### src/rtl/obstacle_feeder.sv
// Scrolling obstacle column generator with LFSR gap heights and spacing ramp.
// Ports: clk/reset (sync, active-high), start/stop pulses, 16-bit seed;
//   col_data/col_valid/col_ready FWFT stream; pipe_count, cur_spacing, busy.
module obstacle_feeder #(
    parameter int SPACING     = 6,
    parameter int MIN_SPACING = 3,
    parameter int RAMP_EVERY  = 8,
    parameter int GAP_MIN     = 8,
    parameter int GAP_MAX     = 60
) (
    input  logic        clk,
    input  logic        reset,
    input  logic        start,
    input  logic        stop,
    input  logic [15:0] seed,
    output logic [6:0]  col_data,
    output logic        col_valid,
    input  logic        col_ready,
    output logic [15:0] pipe_count,
    output logic [3:0]  cur_spacing,
    output logic        busy
);

    typedef enum logic {IDLE, RUN} state_t;

    localparam logic [15:0] LFSR_INIT = 16'hACE1;

    state_t      state_q, state_d;
    logic [6:0]  mem_q [4];
    logic [6:0]  mem_d [4];
    logic [1:0]  wr_ptr_q, wr_ptr_d;
    logic [1:0]  rd_ptr_q, rd_ptr_d;
    logic [2:0]  cnt_q, cnt_d;
    logic [15:0] lfsr_q, lfsr_d;
    logic [15:0] pipe_count_q, pipe_count_d;
    logic [3:0]  col_idx_q, col_idx_d;
    logic [3:0]  spacing_q, spacing_d;
    logic [7:0]  ramp_q, ramp_d;

    logic        full;
    logic        empty;
    logic        pop;
    logic        push;
    logic        is_pipe;
    logic [6:0]  raw;
    logic [6:0]  code;
    logic [6:0]  push_data;
    logic [15:0] lfsr_next;
    logic [7:0]  ramp_next;

    always_comb begin
        full      = (cnt_q == 3'd4);
        empty     = (cnt_q == 3'd0);
        pop       = !empty && col_ready;
        is_pipe   = (col_idx_q == spacing_q - 4'd1);
        raw       = lfsr_q[6:0];
        lfsr_next = {lfsr_q[14:0],
                     lfsr_q[15] ^ lfsr_q[13] ^ lfsr_q[12] ^ lfsr_q[10]};
        ramp_next = ramp_q + 8'd1;
        if (raw < 7'(GAP_MIN)) begin
            code = 7'(GAP_MIN);
        end else if (raw > 7'(GAP_MAX)) begin
            code = 7'(GAP_MAX);
        end else begin
            code = raw;
        end

        state_d      = state_q;
        mem_d        = mem_q;
        wr_ptr_d     = wr_ptr_q;
        rd_ptr_d     = rd_ptr_q;
        cnt_d        = cnt_q;
        lfsr_d       = lfsr_q;
        pipe_count_d = pipe_count_q;
        col_idx_d    = col_idx_q;
        spacing_d    = spacing_q;
        ramp_d       = ramp_q;
        push         = 1'b0;
        push_data    = 7'd0;

        if (start) begin
            state_d      = RUN;
            lfsr_d       = (seed == 16'd0) ? LFSR_INIT : seed;
            wr_ptr_d     = 2'd0;
            rd_ptr_d     = 2'd0;
            cnt_d        = 3'd0;
            col_idx_d    = 4'd0;
            ramp_d       = 8'd0;
            pipe_count_d = 16'd0;
            spacing_d    = 4'(SPACING);
        end else if (stop) begin
            state_d  = IDLE;
            wr_ptr_d = 2'd0;
            rd_ptr_d = 2'd0;
            cnt_d    = 3'd0;
        end else begin
            // Full is the registered count, so a pop this cycle
            // cannot open a slot for a push in the same cycle.
            push = (state_q == RUN) && !full;
            if (push) begin
                if (is_pipe) begin
                    push_data = code;
                    col_idx_d = 4'd0;
                    lfsr_d    = lfsr_next;
                    if (pipe_count_q != 16'hFFFF) begin
                        pipe_count_d = pipe_count_q + 16'd1;
                    end
                    if (ramp_next == 8'(RAMP_EVERY)) begin
                        ramp_d = 8'd0;
                        if (spacing_q > 4'(MIN_SPACING)) begin
                            spacing_d = spacing_q - 4'd1;
                        end
                    end else begin
                        ramp_d = ramp_next;
                    end
                end else begin
                    push_data = 7'd0;
                    col_idx_d = col_idx_q + 4'd1;
                end
                mem_d[wr_ptr_q] = push_data;
                wr_ptr_d        = wr_ptr_q + 2'd1;
            end
            if (pop) begin
                rd_ptr_d = rd_ptr_q + 2'd1;
            end
            case ({push, pop})
                2'b10:   cnt_d = cnt_q + 3'd1;
                2'b01:   cnt_d = cnt_q - 3'd1;
                default: cnt_d = cnt_q;
            endcase
        end
    end

    always_ff @(posedge clk) begin
        if (reset) begin
            state_q      <= IDLE;
            for (int i = 0; i < 4; i++) begin
                mem_q[i] <= 7'd0;
            end
            wr_ptr_q     <= 2'd0;
            rd_ptr_q     <= 2'd0;
            cnt_q        <= 3'd0;
            lfsr_q       <= LFSR_INIT;
            pipe_count_q <= 16'd0;
            col_idx_q    <= 4'd0;
            spacing_q    <= 4'(SPACING);
            ramp_q       <= 8'd0;
        end else begin
            state_q      <= state_d;
            mem_q        <= mem_d;
            wr_ptr_q     <= wr_ptr_d;
            rd_ptr_q     <= rd_ptr_d;
            cnt_q        <= cnt_d;
            lfsr_q       <= lfsr_d;
            pipe_count_q <= pipe_count_d;
            col_idx_q    <= col_idx_d;
            spacing_q    <= spacing_d;
            ramp_q       <= ramp_d;
        end
    end

    // Head is gated so an empty FIFO always presents code 0.
    assign col_valid   = !empty;
    assign col_data    = empty ? 7'd0 : mem_q[rd_ptr_q];
    assign pipe_count  = pipe_count_q;
    assign cur_spacing = spacing_q;
    assign busy        = (state_q == RUN);

endmodule

### config.mk
export PLATFORM = sky130hd
export DESIGN_NAME = obstacle_feeder
export DESIGN_NICKNAME = d
export VERILOG_FILES = /design/src/rtl/obstacle_feeder.sv
export SDC_FILE = /design/constraint.sdc
export NUM_CORES = 1
export LEC_CHECK = 0
export CORE_MARGIN = 3
export CORE_UTILIZATION = 50
export CTS_CLUSTER_SIZE = 24
export DETAILED_ROUTE_END_ITERATION = 7
export PLACE_DENSITY = 0.81
export SLEW_MARGIN = 10
export SYNTH_ARGS = -nofsm -noshare
export SYNTH_HDL_FRONTEND = slang
export SYNTH_SLANG_ARGS = --single-unit
### constraint.sdc
create_clock -name clk -period 2.25 [get_ports clk]
set_input_delay 0.3375 -clock clk [delete_from_list [all_inputs] [get_ports clk]]
set_output_delay 0.3375 -clock clk [all_outputs]
set_load 0.005 [all_outputs]
==> results.cfg <==
[sta]
final.period_utilization = 0.9806
fmax_mhz = 453.2
fin_setup_tns_ns = 0
hold_violations = 0
skew_ns = 0.01125
slew_violations = 0
rsz0062_at_grt = true
slew_headroom = 0.6816
period_minus_slack_ns = 2.206
setup_viol = 0
worst_pin_slew_ns = 0.4739

[floorplan]
ios = 50
core_area_um2 = 7807
start_util = 0.5226
die-area_um2 = 9280
fp.dieW_um = 96.34
placementRows = 32
die_h_um = 96.34

[placed_design]
dp_hpwl_um = 6896
io_buffers = 49
gp_congestion = 0.8284
post_dp_cell_area_um2 = 4875
dp_cells = 639

[synth]
yosys-top-cells-area = dfxtp_1 (41%), nand2_1 (5.3%), nor2_1 (5.3%)
synth_top_cell_area_share = 0.4121
syn_inst = 480
yosys.area.top_type = dfxtp_1
synth_common_cells = dfxtp_1 (84), nand2_1 (58), nor2_1 (58)
synthFlopType = dfxtp_1
yosysWarnings = 0
ys_seq_area_frac = 0.4121
synth_edf_count = 0
async_reset_ff_frac = 0
syn-num-nets = 512
syn-cell-area_um2 = 4080
synthDistinctLibCells = 48
avgSynthCellArea_um2 = 8.500
synth.most_common_cell = dfxtp_1
ys_seq_elements = 84

[worst_setup_path]
cp.depth = 8
crit_family = simple AND/OR/NAND/NOR gates
path_buf_inv = 2
crit_fanout = 8
max_stage_delay_ns = 0.51
critical_path.endpoint_type = flip-flop
crit_path_start_kind = flip-flop
reg2reg_slack_ns = 0.04
critPathSlowestCell = or4_1
cp.required_ns = 2.54
r2r_cells = 8
cp_cell_sequence = inv_2 > ha_4 > xor2_2 > nand3_2 > or3_4 > buf_4 > or4_1 > a21oi_1
worstReg2RegStart = cur_spacing[0]
r2r-end = pipe_count[14]
arrival_ns = 2.50
path_class = flip-flop to flip-flop

[global_route]
antenna_found_initial = 0
grt_pass1_vias = 3434
grt_first_pass_wirelength_um = 15870
grt_max_degree = 30
overflow = 0
grt_usage = 0.2157

[job]
max_cap_violations = 0

[clock_network]
clockBufferDepth = 2
numCtsBuffers = 9
clkSlewWorstSetupHoldPaths_ns = 0.09
cts_hold_buf = 0
clk_latency_ns = 0.36
clock_sinks = 84
h-tree-depth = 3
root_buffer = clkbuf_8
cts_tree = built

[detailed_routing]
drt_pass1_iterations = 5
drt_iter0_drc = 206
routed_wl_um = 9638
drtAntennaViolNets = 0
drc = 0
viasPerCell = 5.565
wire_per_inst_um = 14.65
vias = 3662

[cells_and_area]
final_cells = 658
final_cell_area_um2 = 5169
n_antenna_cell = 0
finish.utilization = 0.6620
area_growth_pct = 26.68
nNetsFinal = 583
drive_gt1_frac = 0.1691

[outcome]
status = finished, final reports clean

[min_path]
worstHoldStart = mem_q[10]
hold_depth = 2
hp-class = flip-flop to flip-flop
min_to = mem_q[10]

[power]
p_leak_nw = 1.845
p_total_w = 0.002720
pwr_density_cell_nw_per_um2 = 526.2
max-vdd-ir-drop_mv = 0.3334
## area by class of cell
| cell class | count | area [um^2] |
|---|---|---|
| Clock buffer | 10 | 137.6 |
| Clock inverter | 6 | 46.29 |
| Timing Repair Buffer | 87 | 775.7 |
| Fill cell | 615 | 2639 |
| Tap cell | 102 | 127.6 |
| Inverter | 16 | 60.06 |
| Sequential cell | 84 | 1693 |
| Multi-Input combinational cell | 353 | 2328 |
## worst max-delay path by stage
stage | start | to | slack (ns)
2_1_floorplan | cur_spacing[0] | pipe_count[9] | 0.0004
3_3_place_gp | stop | pipe_count[14] | -0.08
3_5_place_dp | stop | cur_spacing[1] | -0.12
4_1_cts | cnt_q[0] | cnt_q[2] | 0.004
5_1_grt | cnt_q[2] | cnt_q[2] | -0.05
6_report | cur_spacing[0] | pipe_count[14] | 0.04
## tightest hold or removal path, cell delays in order (launching register included)
cell and delay, ns:
dfxtp_1 0.32, nand2_1 0.05, a21oi_1 0.05
## power by group
part | internal, W | switching (W) | leakage [nW]
clock network | 0.000439 | 0.000576 | 0.0893
logic | 0.0000854 | 0.0000930 | 1.07
registers | 0.00151 | 0.0000209 | 0.684
## sequential cells by signal, indices dropped and copies added (netlist names)
| signal | flops |
|---|---|
| mem_q | 28 |
| lfsr_q | 16 |
| pipe_count | 16 |
| ramp_q | 8 |
| col_idx_q | 4 |
| cur_spacing | 4 |
| cnt_q | 3 |
| rd_ptr_q | 2 |
| wr_ptr_q | 2 |
| busy | 1 |
## cell usage in the layout (no fill, tap or decap), types with 4 or more instances in the layout
master and n:
a21oi_1 35, a221oi_1 6, and2_1 10, and3_1 10
buf_4 37, clkbuf_8 10, clkdlybuf4s50_1 43, dfxtp_1 77
dfxtp_2 6, dlygate4sd2_1 6, ha_1 8, inv_1 14
mux2i_1 13, mux4_2 7, nand2_1 57, nand3_1 15
nand4_1 4, nor2_1 58, nor3_1 11, nor3b_1 4
nor4_1 7, o21ai_0 22, or3_1 6, or4_1 4
xnor2_1 19, xor2_1 9
## logic make-up (layout without fill, tap and decap cells)
logic type,count (synthesis),count (layout),synth area share
flops,84,84,0.4121
simple gates,207,207,0.2484
fa+ha+maj,11,11,0.03557
buf+inv,43,119,0.04017
mux,21,21,0.07329
compound gates,83,83,0.1205
xor+xnor,31,31,0.06992
## metrics by stage
step	hold slack [ns]	worst slack, ns
floorplan	0.4332	0.0003992
global placement	0.4396	-0.07617
detailed placement	0.4476	-0.1151
CTS	0.4603	0.003940
global route	0.4848	-0.04557
finish	0.4600	0.04356
## layer usage
metal,share of wire,GRT usage,routed length (um)
met1,0.46,0.2966,4479
met2,0.48,0.3479,4613
met3,0.050,0.03049,480
met4,0.0067,0.07243,65
met5,0,0,0
## timing repair
item / CTS / global route
endpoints found under the setup margin: 21 / 19
setup buffers: 1 / 2
pin swaps: 1 / 3
gates resized for setup: 10 / 21
Note: power is estimated with default switching activity, not from simulation.
==> variant 1, RTL diff (config.mk and constraints unchanged) <==
Make the reset (`reset`) asynchronous in one clocked block.
--- a/src/rtl/obstacle_feeder.sv
+++ b/src/rtl/obstacle_feeder.sv
@@ -132,5 +132,5 @@
     end
 
-    always_ff @(posedge clk) begin
+    always_ff @(posedge clk or posedge reset) begin
         if (reset) begin
             state_q      <= IDLE;
Check against the original RTL: differs if reset is asserted again (counterexample within 4 cycles, from zero or initial values and one cycle with reset high); with reset held inactive, the same outputs for 10 cycles.
==> variant 1 against the original RTL <==
The flow now finishes with violations (negative setup slack); first-iteration DRC count rose by 32%; area after synthesis increased by 9.4%; cell count shrank 3.3%; sequential cell count did not move; hold slack got worse by 22 ps; power up 13%; worst setup slack got worse by 200 ps; wire length increased by 26%; cell area increased by 17%; largest power group unchanged.
==> variant 1: results <==
group,metric,value,unit
route,wl_per_cell,19.1,um
global_route,grt_max_degree,85,
yosys,seq_area_frac_synth,0.474,
yosys,synth_area_leaders,"dfrtp_1 (41%), mux2_2 (7.1%), dfstp_2 (5.9%)",
global_route,grt_pass1_vias,3926,
yosys,avgSynthCellArea,10.4,um^2
yosys,synth_top_cells_by_count,"dfrtp_1 (74), nor2_1 (36), nand2_1 (34), mux2_2 (28), a21oi_1 (24)",
power,ir_drop,0.319,mV
global_route,grt.total_usage,0.235,
placed_design,hpwl,7420,um
cells_and_area,fin_nets,558,
worst_setup_path,slowest_delay,560,ps
yosys,yosysMostFrequentCell,"dfrtp_1",
sta,setup_viol,19,
cells_and_area,layout.cells.non_filler,636,
global_route,grt_antenna_before_repair,0,
power,p_leak,2.60,nW
yosys,synth_compound_gate_area_share,0.115,
run_status,status,"complete, but fails checks",
placed_design,placed_cell_area,5390,um^2
worst_setup_path,critPathArrivalTime,2700,ps
run_status,violations,"negative setup slack",
route,firstDrtPassIters,5,
hold_path,min_path_type,"in2async",
route,viasPerCell,6.16,
clock_tree,clk_pin_slew,100,ps
yosys,synthMuxAreaShare,0.117,
sta,maxSlewHeadroom,0.686,
route,drt_iter0_drc,272,
placed_design,dpl.cell_count,602,
worst_setup_path,crit_slowest_cell,"dfstp_2",
worst_setup_path,path_max_fanout,6,
yosys,synth_xor_area_frac,0.0364,
placed_design,preCtsSetupSlack,-244,ps
worst_setup_path,crit_family,"simple AND/OR/NAND/NOR gates",
sta,fin_setup_tns,-1710,ps
yosys,yosys_warnings,0,
yosys,syn_nets,461,
cells_and_area,drive_gt1_frac,0.345,
yosys,synth.distinct_cells,52,
yosys,async_flop_share,1.00,
global_route,grt_pass1_wl,19000,um
sta,fin_skew,9.66,ps
sta,finalWorstSetupSlack,-155,ps
placed_design,place.gp.congestion,0.868,
yosys,synth_fa_ha_area_frac,0.0325,
variant 1: area by class of cell:
type | instances | area [um^2]
multi-input combinational | 312 | 2540
fill | 562 | 2380
sequential | 84 | 2120
timing repair buffer | 109 | 1010
tap | 105 | 131
clock buffer | 9 | 124
clock inverter | 7 | 75.1
inverter | 10 | 41.3
variant 1: path summary, 6_finish.rpt:
check | startpoint | to | slack [ps]
min reg2reg | lfsr_q[0] | lfsr_q[0] | 490
max | cur_spacing[1] | pipe_count[15] | -150
max in group asynchronous | reset | lfsr_q[10] | 1420
max reg2reg | cur_spacing[1] | pipe_count[15] | -150
min | reset | mem_q[21] | 440
min in group clk | start | pipe_count[11] | 470
variant 1: report_power, final:
| part | total (mW) | switching [mW] | internal [mW] | leakage [nW] |
|---|---|---|---|---|
| Sequential | 1.62 | 0.0517 | 1.57 | 1.11 |
| Clock | 1.12 | 0.600 | 0.519 | 0.0923 |
| Combinational | 0.344 | 0.183 | 0.161 | 1.39 |
| Total | 3.08 | 0.835 | 2.25 | 2.60 |
variant 1: cells by family after synthesis:
group                      count (synthesis)
and+or+nand+nor                          163
DFF                                       84
AOI/OAI and AO/OA                         80
muxes                                     40
buffers and inverters                     34
xor gates and xnor gates                  17
adders and majority gates                 11
variant 1: what timing repair did:
action / in CTS / in global routing
resized for setup: 27 / 58
pin swaps: 14 / 13
cloned: 2 / 1
buffers inserted: 11 / 5
endpoints found under the setup margin: 23 / 67
variant 1: routing by layer:
| layer | part of all wire | GRT usage | vias up | wire length [um] |
|---|---|---|---|---|
| met5 | 0 | 0 | - | 0 |
| met1 | 0.41 | 0.324 | 1951 | 5030 |
| met2 | 0.50 | 0.371 | 170 | 6060 |
| li1 | - | - | 1766 | - |
| met4 | 0.024 | 0.0798 | 0 | 294 |
| met3 | 0.064 | 0.0512 | 31 | 782 |
==> variant 2, RTL diff (same settings) <==
Without the edit above. Change the parameter `RAMP_EVERY` from 8 to 6.
--- a/src/rtl/obstacle_feeder.sv
+++ b/src/rtl/obstacle_feeder.sv
@@ -5,5 +5,5 @@
     parameter int SPACING     = 6,
     parameter int MIN_SPACING = 3,
-    parameter int RAMP_EVERY  = 8,
+    parameter int RAMP_EVERY  = 6,
     parameter int GAP_MIN     = 8,
     parameter int GAP_MAX     = 60
Function: same outputs for any inputs over 10 cycles, from zero or initial values and one cycle with reset high; that may be too few to reach the edited logic, so the function may still have changed.
==> variant 2 against the original RTL <==
Area after synthesis increased by 7.8%; cell area increased by 7.8%; count of clock-buffer cells in the layout decreased by 1; worst setup slack improved by 2.9 ps; clock power increased by 12%; core utilization increased by 0.27 points; combinational power increased by 33%; wire length increased by 18%; sequential cell count unchanged; critical path depth decreased by 3; power increased by 6.9%.
==> variant 2: results <==
group,metric,value,unit
hold_path,min-delay-start,"mem_q[3]",
placed_design,preCtsSetupSlack,-74.7,ps
global_route,grt_use_met1,0.301,
cells_and_area,multi_input_area_share,0.466,
route,drt_iter0_drc,200,
route,dr_wl_met3,669,um
cells_and_area,num-nonclk-inverters,13,
cells_and_area,clock_area_frac,0.0368,
route,viasPerCell,6.12,
power,p_leak,1.95,nW
worst_setup_path,rr_worst_depth,7,
cells_and_area,drive_gt1_frac,0.176,
worst_setup_path,critPathArrivalTime,1870,ps
power,ir_drop,0.335,mV
yosys,synth.distinct_cells,68,
clock_tree,cts_setup_buffers,3,
route,wl_met1,4940,um
cells_and_area,fin_util,0.665,
cells_and_area,fin_nets,605,
cells_and_area,nMultiInputCombCells,365,
global_route,met2_usage,0.390,
clock_tree,cts.repair.resized,11,
placed_design,place.gp.congestion,0.848,
run_status,status,"completed",
global_route,grt.total_usage,0.232,
yosys,seq_area_frac_synth,0.382,
placed_design,hpwl,7890,um
global_route,grt_max_degree,52,
yosys,synthCells,492,
cells_and_area,buf_share,0.163,
yosys,syn_nets,524,
cells_and_area,fillers,648,
sta,hold_slack,465,ps
global_route,met3_usage,0.0500,
yosys,synth_area_leaders,"dfxtp_1 (38%), a21oi_1 (4.0%), nand2_1 (3.7%)",
worst_setup_path,critPathCapture,"col_data[5]",
route,dr_wl_met2,5660,um
floorplanning,core_area,8380,um^2
worst_setup_path,path_max_fanout,7,
route,routed_wl,11400,um
sta,fin_skew,12.4,ps
worst_setup_path,r2r-end,"pipe_count[7]",
cells_and_area,signal_buffers,100,
global_route,grt_pass1_wl,18800,um
placed_design,dpl.cell_count,660,
sta,period_minus_slack,2200,ps
power,internal_power,2.16,mW
[variant 2: critical path, cell delays in order (launching register included)]
cell	delay, ps
dfxtp_2	350
buf_12	120
buf_4	110
mux4_2	500
and2_1	180
dlygate4sd2_1	260
[variant 2: power groups by stage]
stage | Clock (mW) | Sequential (mW) | Combinational (mW)
final | 1.13 | 1.54 | 0.236
after global routing | 1.21 | 1.54 | 0.257
after CTS | 1.15 | 1.54 | 0.228
after detailed placement | 0 | 1.57 | 0.225
after global placement | 0 | 1.57 | 0.220
after floorplan | 0 | 1.56 | 0.134
[variant 2: kinds of logic (layout without fill, tap and decap cells)]
| kind of cell | count (synthesis) | after routing | share of synthesized area |
|---|---|---|---|
| mux | 13 | 13 | 0.0495 |
| compound gates | 129 | 129 | 0.207 |
| xor+xnor | 17 | 17 | 0.0404 |
| buf+inv | 44 | 129 | 0.0427 |
| simple gates | 194 | 195 | 0.245 |
| flops | 84 | 84 | 0.382 |
| fa+ha+maj | 11 | 11 | 0.0330 |
